--- src/rtl/pixel_pkg.sv ---
// Shared definitions for the frame pixel memory write path.
// Lane constants give the byte position of each colour inside a packed word.
package pixel_pkg;

    localparam int RGB_W  = 24;
    localparam int BYTE_W = 8;

    localparam int LANE_R = 2;
    localparam int LANE_G = 1;
    localparam int LANE_B = 0;

    typedef logic [2:0] state_t;

    localparam state_t IDLE  = 3'd0;
    localparam state_t CAP_R = 3'd1;
    localparam state_t CAP_G = 3'd2;
    localparam state_t CAP_B = 3'd3;
    localparam state_t WRITE = 3'd4;
    localparam state_t DONE  = 3'd5;

    function automatic logic [RGB_W-1:0] pack_rgb(
        input logic [BYTE_W-1:0] r,
        input logic [BYTE_W-1:0] g,
        input logic [BYTE_W-1:0] b
    );
        logic [RGB_W-1:0] w;
        w = '0;
        w[LANE_R*BYTE_W +: BYTE_W] = r;
        w[LANE_G*BYTE_W +: BYTE_W] = g;
        w[LANE_B*BYTE_W +: BYTE_W] = b;
        return w;
    endfunction

endpackage

--- src/rtl/pixel_writer.sv ---
// Packs an R,G,B byte stream into 24-bit words and writes one frame to memory,
// keeping a running sum of written words for comparison with the display side.
//
// state | meaning
// IDLE  | waiting for start, no frame loaded yet
// CAP_R | waiting for the red byte
// CAP_G | waiting for the green byte
// CAP_B | waiting for the blue byte, word is written on transfer
// WRITE | wren high for this one cycle, checksum accumulates
// DONE  | frame complete, address/data/checksum held until next start
module pixel_writer
    import pixel_pkg::*;
#(
    parameter int ADDR_W       = 11,
    parameter int FRAME_PIXELS = 2048,
    parameter int SUM_W        = 32
) (
    input  logic              CLOCK_50,
    input  logic              reset,
    input  logic              start,
    input  logic              byte_valid,
    input  logic [7:0]        byte_data,
    output logic              byte_ready,
    output logic              wren,
    output logic [ADDR_W-1:0] address,
    output logic [RGB_W-1:0]  data,
    output logic              busy,
    output logic              done,
    output logic [SUM_W-1:0]  checksum
);

    localparam logic [ADDR_W-1:0] LAST_ADDR = ADDR_W'(FRAME_PIXELS - 1);

    state_t     state;
    logic [7:0] r_byte;
    logic [7:0] g_byte;
    logic       xfer;

    always_comb begin
        byte_ready = (state == CAP_R) || (state == CAP_G) || (state == CAP_B);
    end

    assign xfer = byte_valid && byte_ready;

    always_ff @(posedge CLOCK_50) begin
        if (reset) begin
            state    <= IDLE;
            r_byte   <= '0;
            g_byte   <= '0;
            wren     <= 1'b0;
            address  <= '0;
            data     <= '0;
            busy     <= 1'b0;
            done     <= 1'b0;
            checksum <= '0;
        end else begin
            wren <= 1'b0;
            case (state)
                IDLE, DONE: begin
                    if (start) begin
                        state    <= CAP_R;
                        address  <= '0;
                        checksum <= '0;
                        done     <= 1'b0;
                        busy     <= 1'b1;
                    end
                end
                CAP_R: begin
                    if (xfer) begin
                        r_byte <= byte_data;
                        state  <= CAP_G;
                    end
                end
                CAP_G: begin
                    if (xfer) begin
                        g_byte <= byte_data;
                        state  <= CAP_B;
                    end
                end
                CAP_B: begin
                    if (xfer) begin
                        data  <= pack_rgb(r_byte, g_byte, byte_data);
                        wren  <= 1'b1;
                        state <= WRITE;
                    end
                end
                WRITE: begin
                    checksum <= checksum + SUM_W'(data);
                    // Address stops on the last word so DONE reports where the frame ended.
                    if (address == LAST_ADDR) begin
                        state <= DONE;
                        busy  <= 1'b0;
                        done  <= 1'b1;
                    end else begin
                        address <= address + ADDR_W'(1);
                        state   <= CAP_R;
                    end
                end
                default: state <= IDLE;
            endcase
        end
    end

endmodule

--- config.mk ---
export PLATFORM = sky130hd
export DESIGN_NAME = pixel_writer
export DESIGN_NICKNAME = d
export VERILOG_FILES = /design/src/rtl/pixel_pkg.sv /design/src/rtl/pixel_writer.sv
export SDC_FILE = /design/constraint.sdc
export NUM_CORES = 1
export LEC_CHECK = 0
export ABC_AREA = 0
export CAP_MARGIN = 10
export CORE_ASPECT_RATIO = 0.6
export CORE_MARGIN = 2
export CORE_UTILIZATION = 25
export CTS_CLUSTER_DIAMETER = 60
export DETAILED_ROUTE_END_ITERATION = 12
export GPL_ROUTABILITY_DRIVEN = 0
export PLACE_DENSITY = 0.45
export REMOVE_ABC_BUFFERS = 1
export SLEW_MARGIN = 25
export SYNTH_ARGS = -nofsm -noshare
export SYNTH_HDL_FRONTEND = slang
export SYNTH_SLANG_ARGS = --single-unit
--- constraint.sdc ---
create_clock -name CLOCK_50 -period 3.7 [get_ports CLOCK_50]
set_clock_uncertainty 0.05 [all_clocks]
set_input_delay 0.37 -clock CLOCK_50 [delete_from_list [all_inputs] [get_ports CLOCK_50]]
set_output_delay 0.37 -clock CLOCK_50 [all_outputs]
set_load 0.005 [all_outputs]
# --- After elaboration in Yosys (flattened, before gate mapping) ---
# Index checks and enable logic that the tools add are counted.
op_classes:
  reduce_logical: 14
  div_mod_pow: 0
  shift: 0
  addsub: 2
  eq_ne: 12
  n_lt_le_gt_ge: 0
  bitwise_logic: 1
  muxes: 18
  n_mul: 0
op_table:
  columns: ["cell", "n"]
  rows:
  - ["$pmux 32 s2", 1]
  - ["$add 32x24->32", 1]
  - ["$mux 32", 1]
  - ["$mux 11", 2]
  - ["$pmux 11 s2", 1]
  - ["$mux 3", 5]
  - ["$pmux 3 s5", 1]
  - ["$ne 2x2->1 const B", 6]
  - ["$add 11x1->11 const B", 1]
  - ["$eq 11x11->1 const B", 1]
  - ["$reduce_and 2->1", 4]
  - ["$eq 3x2->1 const B", 2]
  - ["$eq 3x3->1 const B", 2]
  - ["$reduce_and 3->1", 2]
  - ["$mux 1", 5]
  - ["$pmux 1 s2", 2]
  - ["$reduce_and 4->1", 1]
  - ["$reduce_or 2->1", 2]
  - ["$eq 3x1->1 const B", 1]
  - ["$logic_not 3->1", 1]
  - ["$logic_or 1x1->1", 2]
  - ["$reduce_bool 2->1", 1]
  - ["$logic_and 1x1->1", 1]
  - ["$not 1->1", 1]
totals:
  ramBits: 0
  mem_count: 0
  output_inout_bits: 71
  latch_bits: 0
  ff_bits: 89
  input_bits: 12
  rom_bits: 0

# --- Longest topological paths before layout ---
logic_depth:
  ltp_word: 6
  mapped_depth: 11
  depth_no_buf: 11

# --- Worst setup path after synthesis ---
# OpenSTA, ideal clock, no wires.
synth_timing:
  path_type: "register to register"
  from: "reg data[0]"
  to: "reg checksum[30]"
  arrival_time_ns: 2.514
  period_less_slack_ns: 2.626
  path_slack_ns: 1.074
  path_stages_with_launch: 12
  required_ns: 3.587
  path_buffers: 0
  path_cell_list: "dfxtp_1 ha_1 inv_1 fa_1 nand2b_1 a21oi_1 o211ai_1 o311ai_4 a2111oi_4 or2_4 or4b_1 nand3_1"
synth_via:
  elab_chain_len: 2
synth_lines:
  columns: ["item", "line", "text"]
  rows:
  - ["start, declared", "pixel_writer.sv:26", "output logic [RGB_W-1:0] data,"]
  - ["start signal, assigned", "pixel_writer.sv:82", "data <= pack_rgb(r_byte, g_byte, byte_data);"]
  - ["$add 32x24->32", "pixel_writer.sv:88", "checksum <= checksum + SUM_W'(data);"]
  - ["$pmux 32 s2", "pixel_writer.sv:58", "case (state)"]
  - ["end signal, assigned", "pixel_writer.sv:88", null]
  - ["end, declared", "pixel_writer.sv:29", "output logic [SUM_W-1:0] checksum"]
# No other way between the ends.
# A chain may end at the register's enable or synchronous reset.

# --- Final worst setup path ---
# Same ends and word-level chain as after synthesis.

==> flow_metrics.env <==
export IMPL_seq_area_frac_synth_pct=39.85
export IMPL_netlist_area_leader_share_pct=39.85
export IMPL_rr_worst_depth=11
export IMPL_nNetsFinal=665
export IMPL_worst_pin_slew_ns=0.8934
export IMPL_cts_setup_buffers=0
export IMPL_max_vdd_ir_drop_v=0.0001788
export IMPL_seqCellArea_um2=1782
export IMPL_synth_seq_cells=89
export IMPL_n_antenna_cell=0
export IMPL_setup_tns_ns=0
export IMPL_slowest_stage="or4b_1"
export IMPL_critPathMaxStageDelay_ns=0.46
export IMPL_clk_pin_slew_worst_paths_ns=0.07
export IMPL_crit_path_start_kind="flip-flop"
export IMPL_path_class="reg -> reg"
export IMPL_wl_met3_um=615
export IMPL_placed_cells=850
export IMPL_cts_buffer_depth=2
export IMPL_crit_start="data[0]$_SDFFE_PP0P_"
export IMPL_drt_iter0_drc=181
export IMPL_synth_cells=554
export IMPL_rows=37
export IMPL_dr_max_layer_used="met4"
export IMPL_yosysWarnings=0
export IMPL_wl_met1_um=7294
export IMPL_worstReg2RegEnd="checksum[30]$_SDFFE_PP0P_"
export IMPL_cap_violations=0
export IMPL_first_pass_iters=4
export IMPL_status="finished clean"
export IMPL_avgSynthCellArea_um2=8.070
export IMPL_die_w_um=176.6
export IMPL_critPathCapture="checksum[30]$_SDFFE_PP0P_"
export IMPL_path_cells="ha_1, inv_1, fa_1, nand2b_1, a21oi_1, o211ai_1, o311ai_4, a2111oi_4, or2_4, or4b_1, nand3_1"
export IMPL_clk_insertion_delay_late_ns=0.34
export IMPL_layout_cells_non_filler=866
export IMPL_setup_viol=0
export IMPL_finalWirelength_um=13340
export IMPL_r2r_slack_ns=0.78
export IMPL_core_um2=17310
export IMPL_htreeDepth=3
export IMPL_crit_path_end_kind="flip-flop"
export IMPL_antenna_found_initial=0
export IMPL_max_freq_mhz=342.6
export IMPL_path_max_fanout=5
export IMPL_vias_per_cell=4.706
export IMPL_pin_count=83
export IMPL_synth_area_leaders="dfxtp_1 40%, nand2_1 10%, a21oi_1 8.2%, ha_1 7.0%, nor2_1 3.4%"
export IMPL_wl_met2_um=5244
export IMPL_period_share_pct=78.89
export IMPL_r2r_start="data[0]$_SDFFE_PP0P_"
export IMPL_hp_class="reg -> reg"
export IMPL_synth_area_um2=4471
export IMPL_cts_hold_buf=0
export IMPL_fin_crit_ns=2.919
export IMPL_fillers=1837
export IMPL_drc=0
export IMPL_drive_gt1_share_pct=5.696
export IMPL_max_slew_margin_rel_pct=39.98
export IMPL_synthFlopType="dfxtp_1"
export IMPL_dieArea_um2=19000
export IMPL_finalHoldViolCount=0
export IMPL_grt_ovfl_total=0
export IMPL_grt_max_degree=34
export IMPL_die_y_um=107.6
export IMPL_syn_to_final_growth_pct=29.83
export IMPL_cts_tree="built"
export IMPL_root_buffer="clkbuf_16"
export IMPL_synth_cell_types=59
export IMPL_async_flop_share_pct=0
export IMPL_hp_start="g_byte[7]$_SDFFE_PP0P_"
export IMPL_place_hpwl_um=10040
export IMPL_ant_nets=0
export IMPL_routedWlPerCell_um=15.40
export IMPL_total_leakage_power_nw=2.148
export IMPL_cp_required_ns=3.93
export IMPL_post_cts_resized=0
export IMPL_drv_slew=0
export IMPL_track_usage_pct=14.42
export IMPL_cp_data_arrival_time_ns=3.15
export IMPL_rsz0062_at_grt="false"
export IMPL_synth_edf_count=0
export IMPL_grt_pass1_vias=3844
export IMPL_powerDensity_nw_per_um2=339.0
export IMPL_cts_sinks=89
export IMPL_total_power_mw=1.968
export IMPL_io_buffers=82
export IMPL_vias=4075
export IMPL_numCtsBuffers=9
export IMPL_synth_area_leader_cell="dfxtp_1"
export IMPL_grt_pass1_wl_um=21220
export IMPL_initial_core_util_pct=25.82
export IMPL_multi_input_area_um2=2560
[cell usage after synthesis (all sizes together) (2+ instances only)]
library cell  count
inv              11
nor3              6
and2              3
o21ai            27
a21oi            73
a31oi             2
a32o              2
clkbuf           23
xor2             11
o31ai             3
nand2           121
a21o              8
ha               25
o31a              3
o211ai            3
dfxtp            89
and4              3
and3              5
nand4            10
or3               5
nand3b            2
o311ai            3
nor2             40
nand2b            9
a22oi             8
xnor2            15
nand3            13
a211o             3
o21a              3
nor2b             3
nor4              2
[sequential cells by signal, summed over array words and instances (netlist names)]
register  count
address      11
data         24
g_byte        8
r_byte        8
done          1
busy          1
wren          1
checksum     32
state         3
[how the worst min path moves through the flow]
stage                     slack [ns]                     end  depth (start not counted)
after detailed placement        0.40  g_byte[7]$_SDFFE_PP0P_                          2
after CTS                       0.41  g_byte[7]$_SDFFE_PP0P_                          2
after global routing            0.43  g_byte[5]$_SDFFE_PP0P_                          2
final                           0.41   data[15]$_SDFFE_PP0P_                          2
after global placement          0.40   data[23]$_SDFFE_PP0P_                          2
after floorplan                 0.38   data[10]$_SDFFE_PP0P_                          2
[metrics by stage]
| stage | utilization (%) | hold slack (ns) | setup slack [ns] | cell area, µm² |
|---|---|---|---|---|
| after floorplan | - | 0.3760 | 1.074 | 4379 |
| final | 33.52 | 0.4093 | 0.7811 | 5804 |
| after detailed placement | 31.90 | 0.4008 | 0.7817 | 5523 |
| after CTS | 33.51 | 0.4102 | 0.7643 | 5802 |
| after global routing | 33.52 | 0.4264 | 0.5869 | 5804 |
| after global placement | 31.90 | 0.3964 | 0.8541 | 5523 |
[cells by family (layout without fill, tap and decap cells)]
kind of cell    Yosys count  after routing  synth area share, %
mux                       2              2               0.4758
compound gates          147            147                20.74
buf+inv                  36            114                3.050
simple gates            227            227                23.12
flops                    89             89                39.85
xor+xnor                 26             26                5.094
fa+ha+maj                27             27                7.669
[layout by cell type (no fill, tap or decap), types with 3 or more instances in the layout]
| master | instances |
|---|---|
| o31a_1 | 3 |
| or3_1 | 5 |
| buf_4 | 4 |
| nor3_1 | 5 |
| xor2_1 | 11 |
| inv_1 | 10 |
| ha_1 | 25 |
| a21oi_1 | 73 |
| o21ai_1 | 18 |
| nand3_1 | 12 |
| nand4_1 | 9 |
| o21ai_0 | 9 |
| and4_1 | 3 |
| clkdlybuf4s50_1 | 81 |
| nand2_1 | 120 |
| o21a_1 | 3 |
| a21o_1 | 7 |
| nand2b_1 | 9 |
| o31ai_1 | 3 |
| a211o_1 | 3 |
| xnor2_1 | 15 |
| o211ai_1 | 3 |
| clkinvlp_4 | 3 |
| inv_6 | 3 |
| dfxtp_1 | 89 |
| nor2_1 | 40 |
| nor2b_1 | 3 |
| and2_1 | 3 |
| clkbuf_16 | 9 |
| and3_1 | 4 |
| a22oi_1 | 8 |
[routing by layer]
metal / up-vias / track usage (%)
li1: 2102 / -
met1: 1893 / 21.60
met2: 67 / 19.95
met3: 13 / 3.460
met4: 0 / 4.545
met5: - / 0
[layout make-up]
cell class,count,area share (%)
inverter,12,0.7760
clock buffer,9,3.880
sequential,89,30.70
clock inverter,7,0.9269
timing repair buffer,86,14.57
multi-input combinational,429,44.10
tap,234,5.044
[power by group]
group          leakage [nW]  switching [mW]  internal, mW  total [mW]
clock                 0.129           0.412         0.462       0.874
combinational          1.30          0.0694        0.0431       0.112
sequential            0.718          0.0119         0.970       0.982
total                  2.15           0.493          1.47        1.97
[critical path, delay by kind of cell (launching register included)]
| kind | cells | cell delay [ns] |
|---|---|---|
| AND/OR/NAND/NOR | 4 | 1.02 |
| AO/OA/AOI/OAI | 4 | 0.81 |
| adder cells (fa/ha/maj) | 2 | 0.55 |
| flip-flops | 1 | 0.36 |
| buffers and inverters | 1 | 0.06 |
(Power assumes the default switching activity.)
